<file path="src/rtl/flappy_pkg.sv">
// Shared constants for the flappy datapath: screen geometry, one-hot state
// encoding and the gap LFSR seed/taps.
package flappy_pkg;

  localparam int SPAWN_X   = 640;
  localparam int FLOOR_Y   = 460;
  localparam int CEIL_WRAP = 900;
  localparam int GAP_BASE  = 40;

  localparam logic [2:0] ST_IDLE = 3'b001;
  localparam logic [2:0] ST_PLAY = 3'b010;
  localparam logic [2:0] ST_OVER = 3'b100;

  typedef enum logic [2:0] {
    S_IDLE = ST_IDLE,
    S_PLAY = ST_PLAY,
    S_OVER = ST_OVER
  } state_t;

  // x^8 + x^6 + x^5 + x^4 + 1, shift-left Fibonacci form
  localparam logic [7:0] LFSR_SEED = 8'hA5;
  localparam logic [7:0] LFSR_TAPS = 8'b1011_1000;

  function automatic logic lfsr_fb(input logic [7:0] v);
    return ^(v & LFSR_TAPS);
  endfunction

endpackage

</file>
<file path="src/rtl/gap_lfsr.sv">
// Free-running 8-bit LFSR producing the next pipe gap top edge (40..295).
module gap_lfsr
  import flappy_pkg::*;
(
  input  logic       Clk,
  input  logic       Reset,
  output logic [9:0] Gap
);

  logic [7:0] lfsr;

  always_ff @(posedge Clk) begin
    if (Reset) lfsr <= LFSR_SEED;
    else       lfsr <= {lfsr[6:0], lfsr_fb(lfsr)};
  end

  assign Gap = 10'(GAP_BASE) + {2'b00, lfsr};

endmodule

</file>
<file path="src/rtl/pipe_collision.sv">
// Pipe scrolling, collision detection and scoring for the flappy round.
// Build option: define SCORE_BCD_EN for a three-digit BCD Score.
module pipe_collision
  import flappy_pkg::*;
#(
  parameter int TICK_DIV  = 500000,
  parameter int SCROLL    = 2,
  parameter int PIPE_W    = 60,
  parameter int GAP_H     = 120,
  parameter int BIRD_SZ   = 16,
  parameter int FLOOR_Y   = flappy_pkg::FLOOR_Y,
  parameter int CEIL_WRAP = flappy_pkg::CEIL_WRAP,
  parameter int SPAWN_X   = flappy_pkg::SPAWN_X
) (
  input  logic        Clk,
  input  logic        Reset,
  input  logic        Start,
  input  logic [9:0]  YBird,
  input  logic [9:0]  XBird,
  output logic [9:0]  PipeX0,
  output logic [9:0]  PipeX1,
  output logic [9:0]  GapY0,
  output logic [9:0]  GapY1,
  output logic [11:0] Score,
  output logic        Lost,
  output logic        q_Idle,
  output logic        q_Play,
  output logic        q_Over
);

  localparam int TW = (TICK_DIV > 1) ? $clog2(TICK_DIV) : 1;
  localparam logic [TW-1:0] TICK_LAST = TW'(TICK_DIV - 1);
  localparam logic [9:0] SCROLL_V = 10'(SCROLL);
  localparam logic [9:0] X_SPAWN  = 10'(SPAWN_X);
  localparam logic [9:0] X1_INIT  = 10'(SPAWN_X + 320);
  localparam logic [9:0] GAP_RST  = 10'(GAP_BASE) + 10'(LFSR_SEED);

  state_t        state;
  logic [TW-1:0] tick;
  logic [9:0]    x0, x1, gy0, gy1;
  logic [11:0]   score;
  logic          passed0, passed1, lost;
  logic [9:0]    gap;
  logic          step, hit, pass0, pass1, respawn0, respawn1;
  logic [10:0]   bird_bot;

  gap_lfsr u_gap (
    .Clk   (Clk),
    .Reset (Reset),
    .Gap   (gap)
  );

  // All sums are carried in 11 bits so nothing near the 10-bit edge wraps.
  function automatic logic pipe_hit(input logic [9:0] px, input logic [9:0] gy,
                                    input logic [9:0] xb, input logic [9:0] yb);
    logic [10:0] bird_r, bird_b, pipe_r, gap_b;
    bird_r = {1'b0, xb} + 11'(BIRD_SZ);
    bird_b = {1'b0, yb} + 11'(BIRD_SZ);
    pipe_r = {1'b0, px} + 11'(PIPE_W);
    gap_b  = {1'b0, gy} + 11'(GAP_H);
    return (bird_r > {1'b0, px}) && ({1'b0, xb} < pipe_r) &&
           (({1'b0, yb} < {1'b0, gy}) || (bird_b > gap_b));
  endfunction

`ifdef SCORE_BCD_EN
  function automatic logic [11:0] bcd_inc(input logic [11:0] s);
    logic [11:0] r;
    r = s;
    if (s != 12'h999) begin
      if (r[3:0] != 4'd9) r[3:0] = r[3:0] + 4'd1;
      else begin
        r[3:0] = 4'd0;
        if (r[7:4] != 4'd9) r[7:4] = r[7:4] + 4'd1;
        else begin
          r[7:4]  = 4'd0;
          r[11:8] = r[11:8] + 4'd1;
        end
      end
    end
    return r;
  endfunction

  function automatic logic [11:0] score_add(input logic [11:0] s, input logic [1:0] n);
    logic [11:0] r;
    r = s;
    if (n != 2'd0) r = bcd_inc(r);
    if (n == 2'd2) r = bcd_inc(r);
    return r;
  endfunction
`else
  function automatic logic [11:0] score_add(input logic [11:0] s, input logic [1:0] n);
    logic [12:0] t;
    t = {1'b0, s} + 13'(n);
    return (t > 13'd999) ? 12'd999 : t[11:0];
  endfunction
`endif

  assign step     = (tick == TICK_LAST);
  assign bird_bot = {1'b0, YBird} + 11'(BIRD_SZ);
  assign hit      = (bird_bot >= 11'(FLOOR_Y)) || ({1'b0, YBird} >= 11'(CEIL_WRAP)) ||
                    pipe_hit(x0, gy0, XBird, YBird) || pipe_hit(x1, gy1, XBird, YBird);
  assign pass0    = step && !passed0 && (({1'b0, x0} + 11'(PIPE_W)) < {1'b0, XBird});
  assign pass1    = step && !passed1 && (({1'b0, x1} + 11'(PIPE_W)) < {1'b0, XBird});
  assign respawn0 = (x0 < SCROLL_V);
  assign respawn1 = (x1 < SCROLL_V);

  always_ff @(posedge Clk) begin
    if (Reset) begin
      state   <= S_IDLE;
      tick    <= '0;
      x0      <= X_SPAWN;
      x1      <= X1_INIT;
      gy0     <= GAP_RST;
      gy1     <= GAP_RST;
      score   <= '0;
      passed0 <= 1'b0;
      passed1 <= 1'b0;
      lost    <= 1'b0;
    end else begin
      unique case (state)
        S_IDLE: begin
          tick    <= '0;
          x0      <= X_SPAWN;
          x1      <= X1_INIT;
          gy0     <= gap;
          gy1     <= gap;
          score   <= '0;
          passed0 <= 1'b0;
          passed1 <= 1'b0;
          if (Start) state <= S_PLAY;
        end
        S_PLAY: begin
          // A hit freezes everything, including any score earned on this step.
          if (hit) begin
            state <= S_OVER;
            lost  <= 1'b1;
          end else begin
            tick <= step ? '0 : tick + TW'(1);
            if (step) begin
              score <= score_add(score, {1'b0, pass0} + {1'b0, pass1});
              if (respawn0) begin
                x0      <= X_SPAWN;
                gy0     <= gap;
                passed0 <= 1'b0;
              end else begin
                x0      <= x0 - SCROLL_V;
                passed0 <= passed0 | pass0;
              end
              if (respawn1) begin
                x1      <= X_SPAWN;
                gy1     <= gap;
                passed1 <= 1'b0;
              end else begin
                x1      <= x1 - SCROLL_V;
                passed1 <= passed1 | pass1;
              end
            end
          end
        end
        S_OVER: begin
          // Leaving OVER restores the idle picture on the same edge.
          if (Start) begin
            state   <= S_IDLE;
            lost    <= 1'b0;
            tick    <= '0;
            x0      <= X_SPAWN;
            x1      <= X1_INIT;
            score   <= '0;
            passed0 <= 1'b0;
            passed1 <= 1'b0;
          end
        end
        default: state <= S_IDLE;
      endcase
    end
  end

  assign PipeX0 = x0;
  assign PipeX1 = x1;
  assign GapY0  = gy0;
  assign GapY1  = gy1;
  assign Score  = score;
  assign Lost   = lost;
  assign q_Idle = state[0];
  assign q_Play = state[1];
  assign q_Over = state[2];

endmodule

</file>
<file path="config.mk">
export PLATFORM = sky130hd
export DESIGN_NAME = pipe_collision
export DESIGN_NICKNAME = d
export VERILOG_FILES = /design/src/rtl/flappy_pkg.sv /design/src/rtl/gap_lfsr.sv /design/src/rtl/pipe_collision.sv
export SDC_FILE = /design/constraint.sdc
export NUM_CORES = 1
export LEC_CHECK = 0
export ABC_CLOCK_PERIOD_IN_PS = 5200
export CORE_MARGIN = 5
export CORE_UTILIZATION = 33
export DETAILED_ROUTE_END_ITERATION = 6
export PLACE_DENSITY_LB_ADDON = 0.25
export SETUP_SLACK_MARGIN = 0.05
export SYNTH_ARGS = -nofsm -noshare
export SYNTH_HDL_FRONTEND = slang
export SYNTH_SLANG_ARGS = --single-unit
</file>
<file path="constraint.sdc">
create_clock -name Clk -period 5.2 [get_ports Clk]
set_clock_uncertainty 0.15 [all_clocks]
set_input_delay 0.52 -clock Clk [delete_from_list [all_inputs] [get_ports Clk]]
set_output_delay 0.52 -clock Clk [all_outputs]
set_load 0.03 [all_outputs]
</file>
==> results.sh <==
export IMPL_drive_gt1_share_pct=5.64
export IMPL_hold_buffers=0
export IMPL_grt_overflow=0
export IMPL_cts_buffer_depth=2
export IMPL_antenna_cells=0
export IMPL_drv_slew=0
export IMPL_clock_root_buffer="clkbuf_16"
export IMPL_core_area_um2=18700
export IMPL_yosysMostFrequentCell="ha_1"
export IMPL_grt_use_total_pct=16.3
export IMPL_ant_nets=0
export IMPL_min_from="tick[1]$_SDFFE_PP0P_"
export IMPL_die_y_um=148
export IMPL_post_synth_cell_area_avg_um2=8.02
export IMPL_grt_pass1_vias=5469
export IMPL_hp_class="reg2reg"
export IMPL_tightest_slew_ns=0.858
export IMPL_critPathKind="reg2reg"
export IMPL_nets=954
export IMPL_synthTopCellsByArea="dfxtp_1 (26%), ha_1 (16%), a21oi_1 (5.0%), xnor2_1 (4.9%), inv_1 (3.8%)"
export IMPL_grt_pass1_wl_um=29000
export IMPL_dpl_hpwl_um=13600
export IMPL_htree_levels=3
export IMPL_r2r_end="Score[2]$_SDFFE_PP0P_"
export IMPL_num_rows=50
export IMPL_yosys_warnings=0
export IMPL_synth_edff_count=0
export IMPL_setup_viol=0
export IMPL_period_share_pct=92.3
export IMPL_maxCapViolations=0
export IMPL_syn_inst=780
export IMPL_final_setup_tns_ns=0
export IMPL_ir_drop_mv=0.210
export IMPL_yosys_area_top_type="dfxtp_1"
export IMPL_yosys_top_cells_count="ha_1 (82), dfxtp_1 (81), inv_1 (64)"
export IMPL_relSlewSlack_pct=42.7
export IMPL_rrSetupSlack_ns=0.40
export IMPL_synth_area_um2=6260
export IMPL_instances_no_fill=1085
export IMPL_gp_congestion=0.842
export IMPL_ioPinCount=79
export IMPL_status="completed"
export IMPL_cts_sinks=81
export IMPL_r2r_cells=20
export IMPL_antenna_found_initial=0
export IMPL_cellLeakagePower_nw=3.01
export IMPL_firstDrtPassIters=4
export IMPL_max_freq_mhz=208
export IMPL_ys_flop_type="dfxtp_1"
export IMPL_post_route_min_period_ns=4.80
export IMPL_power_density_nw_per_um2=233
export IMPL_total_power_mw=1.76
export IMPL_rsz0062_at_grt="false"
export IMPL_ys_ff_latch=81
export IMPL_drc=0
export IMPL_reg2reg_from="PipeX1[2]$_SDFFE_PP0P_"
export IMPL_fin_util_pct=40.3
export IMPL_fin_area_um2=7540
export IMPL_cts_tree="built"
export IMPL_synthArstFlopShare_pct=0
export IMPL_clkTransAtPathRegs_ns=0.06
export IMPL_place_ws_ns=0.242
export IMPL_cp_required_ns=5.29
export IMPL_placed_cells=1069
export IMPL_finalHoldViolCount=0
export IMPL_layout_setup_ws_ns=0.400
export IMPL_start_kind="flip-flop"
export IMPL_whs_path_depth=2
export IMPL_ys_seq_area_share_pct=25.9
export IMPL_grt_max_degree=54
export IMPL_die_area_um2=21800
export IMPL_drt_iter0_markers=261
export IMPL_cts_buffers=9
export IMPL_start_util_pct=33.5
export IMPL_crit_fanout=16
export IMPL_die_w_um=148
export IMPL_crit_path_end_kind="flip-flop"
export IMPL_post_dp_cell_area_um2=7220
export IMPL_synth_top_area_share_pct=25.9
export IMPL_area_growth_pct=20.6
export IMPL_whs_ns=0.332
export IMPL_worstPathArrival_ns=4.89
export IMPL_routed_wl_um=17800
export IMPL_clk_latency_ns=0.34
export IMPL_ys_types=72
export IMPL_vias=5764
export IMPL_min_to="tick[1]$_SDFFE_PP0P_"
export IMPL_vias_per_cell=5.31
export IMPL_post_drt_wl_per_cell_um=16.4
export IMPL_io_buffers=74
## logic make-up (layout without fill, tap and decap cells)
group | count (synthesis) | after routing | share of synthesized area (%)
muxes | 14 | 14 | 2.24
and+or+nand+nor | 278 | 278 | 23.1
other | 1 | 4 | 0.0599
adders and majority gates | 83 | 83 | 16.7
buffers and inverters | 95 | 163 | 6.36
DFF | 81 | 81 | 25.9
xor gates and xnor gates | 40 | 40 | 5.60
AOI/OAI and AO/OA | 188 | 188 | 20.0
## power breakdown
part	internal (mW)	switching, mW
Sequential	0.644	0.0304
Combinational	0.188	0.265
Clock	0.379	0.250
Total	1.21	0.545
## worst max-delay path, stage by stage, from the launching register on
cell,delay (ns)
dfxtp_1,0.33
inv_1,0.17
ha_1,0.22
or3b_2,0.50
nand3_1,0.12
xnor2_1,0.13
ha_1,0.26
a21o_1,0.16
a21oi_1,0.17
o2111ai_2,0.18
nor3_2,0.16
fa_1,0.23
ha_1,0.18
and2_1,0.17
nand4_1,0.27
nor3b_1,0.27
a21oi_1,0.06
nor4_1,0.28
or2_4,0.26
o21ai_0,0.10
a221oi_1,0.30
## cell usage in the layout, fill, tap and decap left out, types with 4 or more instances in the layout
master           synthesis  layout
a211oi_1                15      15
a21o_1                  13      13
a21oi_1                 63      63
a31oi_1                  5       5
and2_1                   4       4
and3_1                  15      15
buf_4                    5      10
clkbuf_16                0       9
clkdlybuf4s50_1          0      73
conb_1                   1       4
dfxtp_1                 81      81
ha_1                    82      82
inv_1                   64      64
mux2i_1                 14      14
nand2_1                 61      61
nand2b_1                11      11
nand3_1                 41      41
nand4_1                 11      11
nor2_1                  61      61
nor2b_1                  8       8
nor3_1                  20      17
nor4_1                   6       6
o211ai_1                11      11
o21ai_0                 39      39
or2_2                    5       4
or3_1                    7       7
or4b_1                   6       6
xnor2_1                 35      35
xor2_1                   5       5
## registers in the layout, indices dropped and copies added (netlist names)
register    cells
tick           19
Score          12
GapY0           9
GapY1           9
PipeX0          9
PipeX1          9
u_gap.lfsr      8
state           3
Lost            1
passed0         1
passed1         1
## timing repair
| item | CTS | global route |
|---|---|---|
| buffers inserted | 0 | 2 |
| resized for setup | 0 | 6 |
| setup endpoints to repair | 0 | 10 |
## final cells by class
cell class,instances,area (um^2)
clock buffers,11,243
clock inverters,3,42.5
fillers,1905,11200
inverters,64,240
multi-input cells,607,4270
flip-flops and latches,81,1620
well taps,234,293
repair buffers,85,831
## routing by layer
layer | routed length (um) | part of all wire, % | GRT usage [%] | up-vias
met5 | 0 | 0 | 0 | -
met1 | 8720 | 49 | 22.2 | 2686
met3 | 731 | 4.1 | 3.46 | 15
met2 | 8110 | 46 | 26.2 | 122
li1 | - | - | - | 2941
met4 | 236 | 1.3 | 4.01 | 0
## worst max-delay path by stage
stage	endpoint	slack, ns	startpoint
after floorplan	Score[6]$_SDFFE_PP0P_	0.28	PipeX1[2]$_SDFFE_PP0P_
after global placement	Score[6]$_SDFFE_PP0P_	0.31	PipeX0[2]$_SDFFE_PP0P_
after detailed placement	Score[6]$_SDFFE_PP0P_	0.24	PipeX0[3]$_SDFFE_PP0P_
after CTS	Score[6]$_SDFFE_PP0P_	0.23	PipeX1[2]$_SDFFE_PP0P_
after global routing	Score[5]$_SDFFE_PP0P_	0.06	PipeX0[2]$_SDFFE_PP0P_
final	Score[2]$_SDFFE_PP0P_	0.40	PipeX1[2]$_SDFFE_PP0P_
Note: power is estimated with default switching activity, not from simulation.
